`config.mk`:
```
export PLATFORM = sky130hd
export DESIGN_NAME = keccak_chi_pipe
export DESIGN_NICKNAME = d
export VERILOG_FILES = /design/src/rtl/keccak_chi_pipe.sv
export SDC_FILE = /design/constraint.sdc
export NUM_CORES = 1
export LEC_CHECK = 0
export BUFFER_PORTS_ARGS = -buffer_cell sky130_fd_sc_hd__buf_4
export CAP_MARGIN = 20
export CORE_MARGIN = 2
export CORE_UTILIZATION = 56
export CTS_CLUSTER_SIZE = 16
export DETAILED_ROUTE_END_ITERATION = 10
export GPL_ROUTABILITY_DRIVEN = 1
export GPL_TIMING_DRIVEN = 0
export PLACE_DENSITY = 0.87
export SLEW_MARGIN = 15
export SYNTH_ARGS = -nofsm -noshare
export SYNTH_HDL_FRONTEND = slang
export SYNTH_SLANG_ARGS = --single-unit
export TNS_END_PERCENT = 1
```
`constraint.sdc`:
```
create_clock -name clk -period 5.7 [get_ports clk]
set_input_delay 0.855 -clock clk [delete_from_list [all_inputs] [get_ports clk]]
set_output_delay 0.855 -clock clk [all_outputs]
set_load 0.005 [all_outputs]
```
`src/rtl/keccak_chi_pipe.sv`:
```
// Two-stage masked Keccak chi layer (any order d) with elastic valid/ready handshake.
// Optional debug output out_plain (recombined result) when KECCAK_CHI_DBG_EN is defined.
module keccak_chi_pipe #(
  parameter int d    = 1,
  parameter int ROWS = 5
) (
  input  logic                          clk,
  input  logic                          rst,
  input  logic                          in_valid,
  output logic                          in_ready,
  input  logic [5*ROWS*(d+1)-1:0]       in_shares,
  input  logic [ROWS*5*d*(d+1)/2-1:0]   r,
  output logic                          out_valid,
  input  logic                          out_ready,
  output logic [5*ROWS*(d+1)-1:0]       out_shares
`ifdef KECCAK_CHI_DBG_EN
  ,
  output logic [5*ROWS-1:0]             out_plain
`endif
);

  localparam int SH = d + 1;
  localparam int NB = 5 * ROWS * SH;
  localparam int NQ = NB * SH;
  localparam int PW = d * (d + 1) / 2;
  localparam int RW = ROWS * 5 * PW;

  logic          s1_valid_r;
  logic          out_valid_r;
  logic [NQ-1:0] q_r;
  logic [NQ-1:0] q_d_s;
  logic [NB-1:0] out_shares_r;
  logic [NB-1:0] out_d_s;
  logic          s2_adv_s;
  logic          s1_adv_s;
  logic          accept_s;

  // One refreshed share product q[i][j] for output bit k of a row.
  function automatic logic q_term(input logic [NB-1:0] sh, input logic [RW-1:0] rr,
                                  input int row, input int k, input int i, input int j);
    logic x_v;
    logic y_v;
    logic z_v;
    logic m_v;
    int   lo;
    int   hi;
    z_v = sh[(row*5 + k)*SH + i];
    x_v = sh[(row*5 + (k+1)%5)*SH + i] ^ ((i == 0) ? 1'b1 : 1'b0);
    y_v = sh[(row*5 + (k+2)%5)*SH + j];
    if (i == j) begin
      m_v = 1'b0;
    end else begin
      lo  = (i < j) ? i : j;
      hi  = (i < j) ? j : i;
      m_v = rr[row*5*PW + k*PW + lo + hi*(hi-1)/2];
    end
    return (x_v & y_v) ^ ((j == 0) ? z_v : 1'b0) ^ m_v;
  endfunction

  // Fold a group of SH share bits into one bit.
  function automatic logic fold_shares(input logic [NQ-1:0] v, input int base);
    logic acc;
    acc = 1'b0;
    for (int s = 0; s < SH; s++) begin
      acc = acc ^ v[base + s];
    end
    return acc;
  endfunction

  assign s2_adv_s = ~out_valid_r | out_ready;
  assign s1_adv_s = s1_valid_r & s2_adv_s;
  assign in_ready = ~s1_valid_r | s1_adv_s;
  assign accept_s = in_valid & in_ready;

  // Stage 1 expansion: depends on in_shares and r only (glitch barrier input).
  always_comb begin
    q_d_s = '0;
    for (int row = 0; row < ROWS; row++) begin
      for (int k = 0; k < 5; k++) begin
        for (int i = 0; i < SH; i++) begin
          for (int j = 0; j < SH; j++) begin
            q_d_s[((row*5 + k)*SH + i)*SH + j] = q_term(in_shares, r, row, k, i, j);
          end
        end
      end
    end
  end

  // Stage 2 compression: out share i is the XOR of its SH products.
  always_comb begin
    out_d_s = '0;
    for (int b = 0; b < NB; b++) begin
      out_d_s[b] = fold_shares(q_r, b*SH);
    end
  end

  // Pipeline occupancy flags.
  always_ff @(posedge clk or posedge rst) begin
    if (rst) begin
      s1_valid_r  <= 1'b0;
      out_valid_r <= 1'b0;
    end else begin
      if (accept_s) begin
        s1_valid_r <= 1'b1;
      end else if (s1_adv_s) begin
        s1_valid_r <= 1'b0;
      end else begin
        s1_valid_r <= s1_valid_r;
      end
      if (s1_adv_s) begin
        out_valid_r <= 1'b1;
      end else if (out_ready) begin
        out_valid_r <= 1'b0;
      end else begin
        out_valid_r <= out_valid_r;
      end
    end
  end

  // Stage 1 product register, loaded only on acceptance.
  always_ff @(posedge clk or posedge rst) begin
    if (rst) begin
      q_r <= '0;
    end else if (accept_s) begin
      q_r <= q_d_s;
    end else begin
      q_r <= q_r;
    end
  end

  // Output share register, loaded only when stage 1 advances.
  always_ff @(posedge clk or posedge rst) begin
    if (rst) begin
      out_shares_r <= '0;
    end else if (s1_adv_s) begin
      out_shares_r <= out_d_s;
    end else begin
      out_shares_r <= out_shares_r;
    end
  end

  assign out_valid  = out_valid_r;
  assign out_shares = out_shares_r;

`ifdef KECCAK_CHI_DBG_EN
  logic [5*ROWS-1:0] plain_r;
  logic [5*ROWS-1:0] plain_d_s;

  // Recombined view of the next output shares.
  always_comb begin
    plain_d_s = '0;
    for (int b = 0; b < 5*ROWS; b++) begin
      for (int s = 0; s < SH; s++) begin
        plain_d_s[b] = plain_d_s[b] ^ out_d_s[b*SH + s];
      end
    end
  end

  // Debug plaintext register, same enable as the share register.
  always_ff @(posedge clk or posedge rst) begin
    if (rst) begin
      plain_r <= '0;
    end else if (s1_adv_s) begin
      plain_r <= plain_d_s;
    end else begin
      plain_r <= plain_r;
    end
  end

  assign out_plain = plain_r;
`endif

endmodule

```
==> summary.md <==
| Metric | Value |
|---|---|
| Hold Path Class | `input port to asynchronous set/reset pin` |
| Mapped Cells | `666` |
| Cell area after placement | `around 0.0088 sq mm` |
| Worst VDD drop | `0.213 mV` |
| PortBufs | `130` |
| Register-to-register setup slack | `3.99 ns` |
| Sequential share of the synthesized area | `0.505` |
| Die ar. | `~0.014 sq mm` |
| Primary FF master, synth | `dfrtp_1` |
| Total negative slack | `0 ns` |
| Clk sinks | `roughly 150` |
| TritonRoute pass-1 iters | `5` |
| CTS tree | `yes` |
| Crit path launch type | `input port` |
| Max clock buf depth | `2` |
| Fillers | `roughly 970` |
| Die X-Extent | `120 um` |
| Clk_lat worst skew | `0.43 ns` |
| Asr flop ratio synth | `1.00` |
| Rows | `42` |
| Die H | `about 120 um` |
| H-tree depth | `4` |
| Fraction of layout cells with a size suffix above 1 | `0.306` |
| Final Core Density | `0.710` |
| Synth area leaders | `dfrtp_1, xnor2_1, xor2_1, mux2_2, a21oi_1` |
| Crit Path Class | `input port to output port` |
| Number of global-route vias before repair | `5665` |
| Leakage | `4.13 nW` |
| Largest net degree at the start of global routing | `~100` |
| I/O Pins | `131` |
| Final Net Count | `895` |
| Post-Route WL | `17.4 mm` |
| Antenna viol nets, final | `0` |
| Synth Cell Area | `0.00754 sq mm` |
| Pwr dens | `between 300 and 400 mW/mm^2` |
| Worst setup EP type | `output port` |
| ANT cells | `0` |
| Global-route wire length before repair | `28.6 mm` |
| Most frequent cell after synthesis | `dfrtp_1` |
| RSZ-0062 raised after global routing | `false` |
| Post-synth top cells | `dfrtp_1, a21oi_1, xnor2_1, xor2_1, mux2_2` |
| Mapped Avg Cell Area | `approximately 11 sq um` |
| Post-synthesis cell type count | `18` |
| Vias | `between 5000 and 6000` |
| Worst path required time | `4.85 ns` |
| Relative slew slack | `0.563` |
| Clock Skew | `0.00595 ns` |
| Status | `complete, no violations` |
| Synth top area share | `0.505` |
| DRT iter0 DRCs | `428` |
| Fin area | `0.00936 sq mm` |
| Post-layout minimum cycle time | `slightly below 3 ns` |
| Post-DP HPWL | `around 12 mm` |
| EDFF count, synth | `0` |
| P&R area growth vs syn | `24.2%` |
| Total CTS buffers | `17` |
| WL per Instance | `approximately 17 um` |
| Clock transition at the registers of the reported paths | `0.06 ns` |
| Antenna violations before repair | `0` |
| Final count of pins violating max slew | `0` |
| Finished Layout Cells | `1005` |
| Count of final hold-check violations | `0` |
| DRC viols | `0` |
| Register bit count reported by yosys | `152` |
| Yosys warnings | `0` |
| Synth area leader | `dfrtp_1` |
| Final worst-path cycle share | `0.514` |
| Crit Path Max Fanout | `10` |
| CTS-repair resized insts | `0` |
| Core ar. | `0.0132 sq mm` |
| Dpl cells | `973` |
| Final setup vio count | `0` |
| Clk root buf | `clkbuf_16` |
| Worst Tran Pin Value | `0.655 ns` |
| CP arrival | `2.08 ns` |
| Vias per inst | `around 5.5` |
| Post-Syn Nets | `~750` |
| FMAX | `approximately 340 MHz` |
| # Max-Cap Violations | `0` |
| Global Route Usage Sum | `0.255` |
| Remaining Overflow, GRT | `0` |
| Initial Util | `0.571` |
| Placer's final routability congestion estimate | `0.846` |
| CTS Hold Bufs | `0` |
| Post-CTS Setup Repair Bufs | `0` |
## sequential cells by signal, summed over array words and instances (netlist names)
name,count
s1_valid_r,1
q_r,100
out_valid,1
out_shares,50
## cells in the final DEF (no fill, tap or decap), types with 5 or more instances in the layout
cell | synthesis | layout
buf_2 | 12 | 12
nand2_1 | 26 | 26
mux2_4 | 20 | 20
clkbuf_16 | 0 | 17
xor2_1 | 75 | 75
buf_4 | 0 | 130
o21ai_0 | 25 | 25
clkbuf_8 | 0 | 5
dfrtp_1 | 152 | 152
nor2b_1 | 50 | 50
a21oi_1 | 100 | 100
mux2_2 | 55 | 55
inv_1 | 26 | 25
xnor2_1 | 75 | 75
nand4_1 | 25 | 25
clkbuf_1 | 13 | 15
clkinv_2 | 0 | 5
## where the power goes
group / switching, mW / internal, mW / total [mW]
clock: 0.424 / 0.698 / 1.12
combinational: 0.372 / 0.559 / 0.931
sequential: 0.183 / 1.36 / 1.55
## metal layers
| metal | share of wire | vias up | GRT usage | routed length [um] |
|---|---|---|---|---|
| li1 | - | 2532 | - | - |
| met1 | 0.43 | 2779 | 0.339 | 7570 |
| met2 | 0.49 | 191 | 0.413 | 8530 |
| met3 | 0.056 | 32 | 0.0471 | 967 |
| met4 | 0.020 | 0 | 0.106 | 351 |
| met5 | 0 | - | 0 | 0 |
## final cells by class
cell class / count / area (sq um) / area share
inverters: 26 / 105 / 0.0112
plain buffers: 32 / 165 / 0.0176
multi-input cells: 456 / 3470 / 0.371
flip-flops and latches: 152 / 3800 / 0.406
repair buffers: 131 / 1000 / 0.107
well taps: 176 / 220 / 0.0235
clock inverters: 8 / 92.6 / 0.00989
clock buffers: 24 / 502 / 0.0536
## critical path: stages
cell and delay [ns]:
buf_4 0.08, nand3b_4 0.15, buf_2 0.22, buf_1 0.53, buf_4 0.22
## stage by stage
stage               hold slack [ns]  worst slack (ns)  total power, mW
floorplan                     0.501             0.752             2.03
global placement              0.489            -0.820             2.45
detailed placement            0.495              2.81             2.49
CTS                           0.446              2.77             3.62
global route                  0.457              2.73             3.78
finish                        0.432              2.77             3.60
## path summary, 6_finish.rpt
check,startpoint,to,cells after the start
min in group clk,out_shares[22],out_shares[22],1
worst max-delay path,out_ready,in_ready,5
worst min-delay path,rst,out_shares[17],2
worst min register to register,out_shares[22],out_shares[22],1
max in group asynchronous,rst,out_shares[13],3
worst max register to register,out_valid,q_r[3],5
## logic make-up after synthesis
group | after synthesis | synth area share
AOI/OAI and AO/OA | 125 | 0.0830
xor gates and xnor gates | 150 | 0.174
buffers and inverters | 58 | 0.0349
DFF | 152 | 0.505
muxes | 75 | 0.122
and+or+nand+nor | 106 | 0.0812
No activity file was read; power rests on OpenSTA's default activity.
